<file path="src/rtl/dsp_mem_stage_if.sv">
// Bundle of the execute-side handshake, SRAM bank bus and register-file
// write-back port of the DSP memory/write-back stage.
interface dsp_mem_stage_if #(
    parameter int DATA_W = 16,
    parameter int ADDR_W = 10,
    parameter int BANKS  = 2,
    parameter int REG_W  = 4
);
    // Execute side
    logic                    in_valid;
    logic                    in_ready;
    logic [2:0]              mem_mode;
    logic [DATA_W-1:0]       data_s1;
    logic [DATA_W-1:0]       data_s2;
    logic [DATA_W-1:0]       alu_result;
    logic                    wb_en_in;
    logic [REG_W-1:0]        wb_reg_in;

    // SRAM banks
    logic [ADDR_W-1:0]       mem_addr;
    logic [BANKS-1:0]        mem_rd_en;
    logic [BANKS-1:0]        mem_wr_en;
    logic [DATA_W-1:0]       mem_wdata;
    logic [BANKS*DATA_W-1:0] mem_rdata;

    // Register-file write-back
    logic                    wb_valid;
    logic [REG_W-1:0]        wb_reg;
    logic [DATA_W-1:0]       wb_data;
    logic                    mode_err;

    // The memory stage itself
    modport slave (
        input  in_valid, mem_mode, data_s1, data_s2, alu_result,
               wb_en_in, wb_reg_in, mem_rdata,
        output in_ready, mem_addr, mem_rd_en, mem_wr_en, mem_wdata,
               wb_valid, wb_reg, wb_data, mode_err
    );

    // Whoever drives execute requests and owns the SRAM banks
    modport master (
        output in_valid, mem_mode, data_s1, data_s2, alu_result,
               wb_en_in, wb_reg_in, mem_rdata,
        input  in_ready, mem_addr, mem_rd_en, mem_wr_en, mem_wdata,
               wb_valid, wb_reg, wb_data, mode_err
    );
endinterface

</file>
<file path="src/rtl/dsp_mem_stage.sv">
// Memory/write-back stage: decodes the memory mode, steers loads and stores
// to one of BANKS single-port SRAM banks, waits out the SRAM read latency
// and returns a registered, tagged write-back to the register file.
module dsp_mem_stage #(
    parameter int DATA_W = 16,
    parameter int ADDR_W = 10,
    parameter int BANKS  = 2,
    parameter int RD_LAT = 1,
    parameter int REG_W  = 4
) (
    input logic            clk,
    input logic            rst,
    dsp_mem_stage_if.slave bus
);
    localparam int BANK_W = (BANKS > 1) ? $clog2(BANKS) : 1;
    localparam int CNT_W  = 3;

    localparam logic [2:0] MODE_NONE   = 3'd0;
    localparam logic [2:0] MODE_LD     = 3'd1;
    localparam logic [2:0] MODE_ST     = 3'd2;
    localparam logic [2:0] MODE_LD_IMM = 3'd3;

    typedef enum logic {IDLE, LD_WAIT} state_t;

    state_t            state;
    logic [CNT_W-1:0]  count;
    logic [BANK_W-1:0] ld_bank;
    logic [REG_W-1:0]  ld_reg;
    logic [BANK_W-1:0] bank_sel;
    logic              accept;
    logic [DATA_W-1:0] ld_rdata;

    // Upper address bits pick the bank; a single bank needs no select bits
    generate
        if (BANKS == 1) begin : g_one_bank
            assign bank_sel = '0;
        end else begin : g_multi_bank
            assign bank_sel = bus.data_s1[DATA_W-1 -: BANK_W];
        end
    endgenerate

    assign accept        = bus.in_valid && (state == IDLE);
    assign bus.in_ready  = (state == IDLE);
    assign bus.mem_addr  = bus.data_s1[ADDR_W-1:0];
    assign bus.mem_wdata = bus.data_s2;
    assign ld_rdata      = bus.mem_rdata[int'(ld_bank) * DATA_W +: DATA_W];

    // One-hot bank strobes, only in the cycle an instruction is accepted
    always_comb begin
        bus.mem_rd_en = '0;
        bus.mem_wr_en = '0;
        if (accept && (bus.mem_mode == MODE_LD)) begin
            bus.mem_rd_en[bank_sel] = 1'b1;
        end
        if (accept && (bus.mem_mode == MODE_ST)) begin
            bus.mem_wr_en[bank_sel] = 1'b1;
        end
    end

    // Stage control: immediate write-backs from IDLE, latency countdown for loads
    always_ff @(posedge clk or posedge rst) begin
        if (rst) begin
            state        <= IDLE;
            count        <= '0;
            ld_bank      <= '0;
            ld_reg       <= '0;
            bus.wb_valid <= 1'b0;
            bus.wb_data  <= '0;
            bus.wb_reg   <= '0;
            bus.mode_err <= 1'b0;
        end else begin
            bus.wb_valid <= 1'b0;
            case (state)
                IDLE: begin
                    if (bus.in_valid) begin
                        case (bus.mem_mode)
                            MODE_NONE: begin
                                if (bus.wb_en_in) begin
                                    bus.wb_valid <= 1'b1;
                                    bus.wb_data  <= bus.alu_result;
                                    bus.wb_reg   <= bus.wb_reg_in;
                                end
                            end
                            MODE_LD_IMM: begin
                                bus.wb_valid <= 1'b1;
                                bus.wb_data  <= bus.data_s1;
                                bus.wb_reg   <= bus.wb_reg_in;
                            end
                            MODE_ST: begin
                            end
                            MODE_LD: begin
                                ld_bank <= bank_sel;
                                ld_reg  <= bus.wb_reg_in;
                                count   <= CNT_W'(RD_LAT);
                                state   <= LD_WAIT;
                            end
                            default: begin
                                bus.mode_err <= 1'b1;
                            end
                        endcase
                    end
                end
                LD_WAIT: begin
                    count <= count - 1'b1;
                    if (count == CNT_W'(1)) begin
                        bus.wb_valid <= 1'b1;
                        bus.wb_data  <= ld_rdata;
                        bus.wb_reg   <= ld_reg;
                        state        <= IDLE;
                    end
                end
                default: begin
                    state <= IDLE;
                end
            endcase
        end
    end
endmodule
</file>
<file path="src/flat_wrapper.sv">
// flat-port wrapper written by rule: the top's interface ports become plain ports
module dsp_mem_stage_flat 
#(
    parameter int DATA_W = 16,
    parameter int ADDR_W = 10,
    parameter int BANKS  = 2,
    parameter int RD_LAT = 1,
    parameter int REG_W  = 4
)
  (clk, rst, bus_in_valid, bus_mem_mode, bus_data_s1, bus_data_s2, bus_alu_result, bus_wb_en_in, bus_wb_reg_in, bus_mem_rdata, bus_in_ready, bus_mem_addr, bus_mem_rd_en, bus_mem_wr_en, bus_mem_wdata, bus_wb_valid, bus_wb_reg, bus_wb_data, bus_mode_err);
  dsp_mem_stage_if #(.DATA_W(DATA_W), .ADDR_W(ADDR_W), .BANKS(BANKS), .REG_W(REG_W)) bus_i ();
  input logic clk;
  input logic rst;
  input wire logic [$bits(bus_i.in_valid)-1:0] bus_in_valid;
  input wire logic [$bits(bus_i.mem_mode)-1:0] bus_mem_mode;
  input wire logic [$bits(bus_i.data_s1)-1:0] bus_data_s1;
  input wire logic [$bits(bus_i.data_s2)-1:0] bus_data_s2;
  input wire logic [$bits(bus_i.alu_result)-1:0] bus_alu_result;
  input wire logic [$bits(bus_i.wb_en_in)-1:0] bus_wb_en_in;
  input wire logic [$bits(bus_i.wb_reg_in)-1:0] bus_wb_reg_in;
  input wire logic [$bits(bus_i.mem_rdata)-1:0] bus_mem_rdata;
  output wire logic [$bits(bus_i.in_ready)-1:0] bus_in_ready;
  output wire logic [$bits(bus_i.mem_addr)-1:0] bus_mem_addr;
  output wire logic [$bits(bus_i.mem_rd_en)-1:0] bus_mem_rd_en;
  output wire logic [$bits(bus_i.mem_wr_en)-1:0] bus_mem_wr_en;
  output wire logic [$bits(bus_i.mem_wdata)-1:0] bus_mem_wdata;
  output wire logic [$bits(bus_i.wb_valid)-1:0] bus_wb_valid;
  output wire logic [$bits(bus_i.wb_reg)-1:0] bus_wb_reg;
  output wire logic [$bits(bus_i.wb_data)-1:0] bus_wb_data;
  output wire logic [$bits(bus_i.mode_err)-1:0] bus_mode_err;
  assign bus_i.in_valid = bus_in_valid;
  assign bus_i.mem_mode = bus_mem_mode;
  assign bus_i.data_s1 = bus_data_s1;
  assign bus_i.data_s2 = bus_data_s2;
  assign bus_i.alu_result = bus_alu_result;
  assign bus_i.wb_en_in = bus_wb_en_in;
  assign bus_i.wb_reg_in = bus_wb_reg_in;
  assign bus_i.mem_rdata = bus_mem_rdata;
  assign bus_in_ready = bus_i.in_ready;
  assign bus_mem_addr = bus_i.mem_addr;
  assign bus_mem_rd_en = bus_i.mem_rd_en;
  assign bus_mem_wr_en = bus_i.mem_wr_en;
  assign bus_mem_wdata = bus_i.mem_wdata;
  assign bus_wb_valid = bus_i.wb_valid;
  assign bus_wb_reg = bus_i.wb_reg;
  assign bus_wb_data = bus_i.wb_data;
  assign bus_mode_err = bus_i.mode_err;
  dsp_mem_stage #(.DATA_W(DATA_W), .ADDR_W(ADDR_W), .BANKS(BANKS), .RD_LAT(RD_LAT), .REG_W(REG_W)) u_core (.clk(clk), .rst(rst), .bus(bus_i));
endmodule
</file>
<file path="config.mk">
export PLATFORM = sky130hd
export DESIGN_NAME = dsp_mem_stage_flat
export DESIGN_NICKNAME = d
export VERILOG_FILES = /design/src/rtl/dsp_mem_stage_if.sv /design/src/rtl/dsp_mem_stage.sv /design/src/flat_wrapper.sv
export SDC_FILE = /design/constraint.sdc
export NUM_CORES = 1
export LEC_CHECK = 0
export CAP_MARGIN = 10
export CORE_MARGIN = 4
export CORE_UTILIZATION = 35
export CTS_BUF_LIST = sky130_fd_sc_hd__clkbuf_4 sky130_fd_sc_hd__clkbuf_8
export DETAILED_ROUTE_END_ITERATION = 7
export PLACE_DENSITY = 0.92
export SLEW_MARGIN = 0
export SYNTH_ARGS = -nofsm -noshare
export SYNTH_HDL_FRONTEND = slang
export SYNTH_SLANG_ARGS = --single-unit
</file>
<file path="constraint.sdc">
create_clock -name clk -period 3.4 [get_ports clk]
set_input_delay 0.34 -clock clk [delete_from_list [all_inputs] [get_ports clk]]
set_output_delay 0.34 -clock clk [all_outputs]
set_load 0.01 [all_outputs]
</file>
==> out/qor.csv <==
stage,metric,value,unit
clock_network,Root Buffer,clkbuf_8,
timing,minimum clock period,2.54,ns
setup_path,required time of the critical path,3.06,ns
place,placed cell count,327,
setup_path,Worst Path Max Fanout,8,
timing,Setup Skew,0.00173,ns
timing,Fin. Hold Viols,0,
layout,max FFs per register,16,
floorplan,area of the core,5510,µm²
detailed_routing,DRT Wirelength,5620,µm
timing,worst slew pin tran,0.963,ns
detailed_routing,vias per cell,4.95,
setup_path,CP most frequent cell,clkdlybuf4s50_1,
setup_path,slowest cell on the critical path,clkdlybuf4s50_1,
logic_synthesis,"flops & latches, synth",31,
detailed_routing,1st-iter DRT viols,99,
clock_network,setup bufs post-CTS,0,
global_route,largest net degree at the start of global routing,27,
setup_path,CP max stage delay,0.57,ns
place,PortBufs,111,
timing,RSZ-0062 raised after global routing,false,
place,hpwl dp,4300,µm
logic_synthesis,YS warnings,0,
place,gpl congestion,0.762,
timing,Final period util,74.7,%
layout,"most common cell after layout, fill and taps aside",clkdlybuf4s50_1,
setup_path,type of destination of the critical path,primary output,
clock_network,total CTS buffers,5,
layout,"commonest cells after routing, fill and taps aside","111 x clkdlybuf4s50_1, 31 x dfrtp_1, 25 x mux2_2, 19 x inv_1, 15 x mux2i_1",
hold_path,Worst Hold Endpoint,u_core.bus.mode_err,
floorplan,starting density of the core,35.9,%
global_route,number of global-route vias before repair,1787,
global_route,first-pass GRT wire length,9330,µm
setup_path,Worst R2R Setup Slack,1.45,ns
detailed_routing,DRC viols,0,
hold_path,Hold Path Class,flip-flop to flip-flop,
floorplan,Die Span X,83.1,µm
detailed_routing,Final ANT Viol Nets,0,
clock_network,Clock transition at path regs,0.06,ns
status,status,"complete, no violations",
setup_path,crit path cell chain,clkdlybuf4s50_1 -> nor2_2 -> nand4b_1 -> nor2_1 -> clkdlybuf4s50_1,
global_route,GRT Util Overall,16.6,%
clock_network,post-cts sizing count,0,
logic_synthesis,mapped cell area,1980,µm²
global_route,total global routing overflow,0,
detailed_routing,DR vias,1653,
setup_path,Worst Reg-to-Reg Cells,3,
logic_synthesis,Syn Nets,270,
layout,Nets,355,
layout,ANT cells,0,
logic_synthesis,"Avg Cell Area, Syn",11.2,µm²
logic_synthesis,Post-Syn Instances,177,
setup_path,reg2reg end,u_core.bus.wb_data[11],
layout,area delta synth->final,52.6,%
timing,Final setup viols,0,
layout,final non-filler cell total,334,
power,power density cells,671,nW/µm²
detailed_routing,Avg WL per Cell,16.8,µm
logic_synthesis,Netlist cell types,33,
floorplan,io pins,144,
run,Max-Cap Viols,0,
timing,f_max,394,MHz
timing,setup TNS,0,ns
floorplan,Die Y,83.1,µm
setup_path,"CP delay by family, top",buffers and inverters,
clock_network,clk_lat worst skew,0.28,ns
power,Total Power,0.00202,W
logic_synthesis,sequential area share after synthesis,39.3,%
setup_path,kind of start point of the critical path,primary input,
setup_path,critical path class,primary input to primary output,
timing,Final Max Tran Viols,0,
clock_network,TritonCTS sink count,31,
timing,Worst slew margin,35.8,%
layout,share of cells above drive strength 1,15.6,%
global_route,antenna violations before repair,0,
setup_path,Buf/Inv on CP,2,
layout,# fillers,461,
clock_network,H-tree depth,2,
setup_path,Reg2Reg Launch Point,u_core.ld_bank,
detailed_routing,first drt pass iteration count,5,
clock_network,maximum clock path buffer count,2,
hold_path,Hold Crit Depth,1,
power,VDD IR-drop max,486,µV
floorplan,Site Rows,27,
setup_path,WP data arrival,2.20,ns
floorplan,die area,6910,µm²
clock_network,CTS Hold Bufs,0,
clock_network,CTS tree,yes,
hold_path,Hold Startpoint,u_core.bus.mode_err,
power,Pleak,1.24,nW
==> power by group <==
group | internal, W | leakage (nW) | switching, W | total (W)
registers | 0.000550 | 0.369 | 0.000131 | 0.000681
clock network | 0.000158 | 0.0470 | 0.000129 | 0.000287
logic | 0.000619 | 0.822 | 0.000434 | 0.00105
==> final cells by class <==
type / instances / area (µm²) / share of cell area (%)
tap: 72 / 90.1 / 2.99
clock buffer: 6 / 82.6 / 2.74
multi-input combinational: 90 / 848 / 28.1
inverter: 19 / 71.3 / 2.37
sequential: 31 / 776 / 25.7
timing repair buffer: 115 / 1140 / 37.9
clock inverter: 1 / 5.00 / 0.166
==> logic make-up (layout without fill, tap and decap cells) <==
family | count (synthesis) | in the layout | share of synthesized area (%)
fa+ha+maj | 2 | 2 | 1.27
simple gates | 19 | 19 | 6.40
mux | 44 | 44 | 24.1
buf+inv | 56 | 141 | 17.8
xor+xnor | 1 | 1 | 0.443
flops | 31 | 31 | 39.3
compound gates | 24 | 24 | 10.7
==> Yosys cell counts (all sizes together) <==
master | number | area, µm²
buf | 37 | 280
dfrtp | 31 | 776
mux2 | 29 | 327
inv | 19 | 71.3
mux2i | 15 | 150
a222oi | 14 | 140
nor2 | 4 | 17.5
a21oi | 3 | 15.0
nand2 | 3 | 11.3
and3 | 2 | 17.5
ha | 2 | 25.0
nor4b | 2 | 17.5
a211oi | 1 | 7.51
a21o | 1 | 7.51
a221o | 1 | 10.0
a31o | 1 | 8.76
and2 | 1 | 6.26
and3b | 1 | 8.76
and4bb | 1 | 12.5
nand3b | 1 | 7.51
nand4b | 1 | 8.76
nor2b | 1 | 6.26
nor3 | 1 | 5.00
nor3b | 1 | 7.51
o21a | 1 | 7.51
o21ai | 1 | 8.76
o22ai | 1 | 6.26
xnor2 | 1 | 8.76
==> metal layers <==
metal  vias up  global-route usage, %  wire length, µm
li1        783                      -                -
met1       783                   18.2             2140
met2        76                   30.5             3030
met3        11                   5.75              396
met4         0                   3.42               52
met5         -                      0                0
==> worst register-to-register path: stages (launching register included) <==
cell     delay, ns
dfrtp_1       0.87
mux2_2        0.41
a221o_1       0.29
mux2_2        0.27
==> through the flow <==
step | cell area [µm²] | worst slack (ns) | util [%] | hold slack [ns]
floorplan | 1980 | 1.89 | - | 0.444
global placement | 2930 | 0.961 | 53.1 | 0.468
detailed placement | 2930 | 0.864 | 53.1 | 0.455
CTS | 3010 | 0.844 | 54.7 | 0.483
global route | 3010 | 0.730 | 54.7 | 0.505
finish | 3010 | 0.860 | 54.7 | 0.478
==> worst max-delay path by stage <==
stage / from / to / cells after the start
2_1_floorplan: u_core.state / u_core.bus.wb_data[11] / 6
3_3_place_gp: bus_mem_mode[2] / bus_mem_rd_en[1] / 5
3_5_place_dp: bus_mem_mode[2] / bus_mem_rd_en[1] / 5
4_1_cts: bus_mem_mode[2] / bus_mem_rd_en[1] / 5
5_1_grt: bus_mem_mode[2] / bus_mem_rd_en[1] / 5
6_report: bus_mem_mode[2] / bus_mem_rd_en[1] / 5
Note: power is estimated with default switching activity, not from simulation.
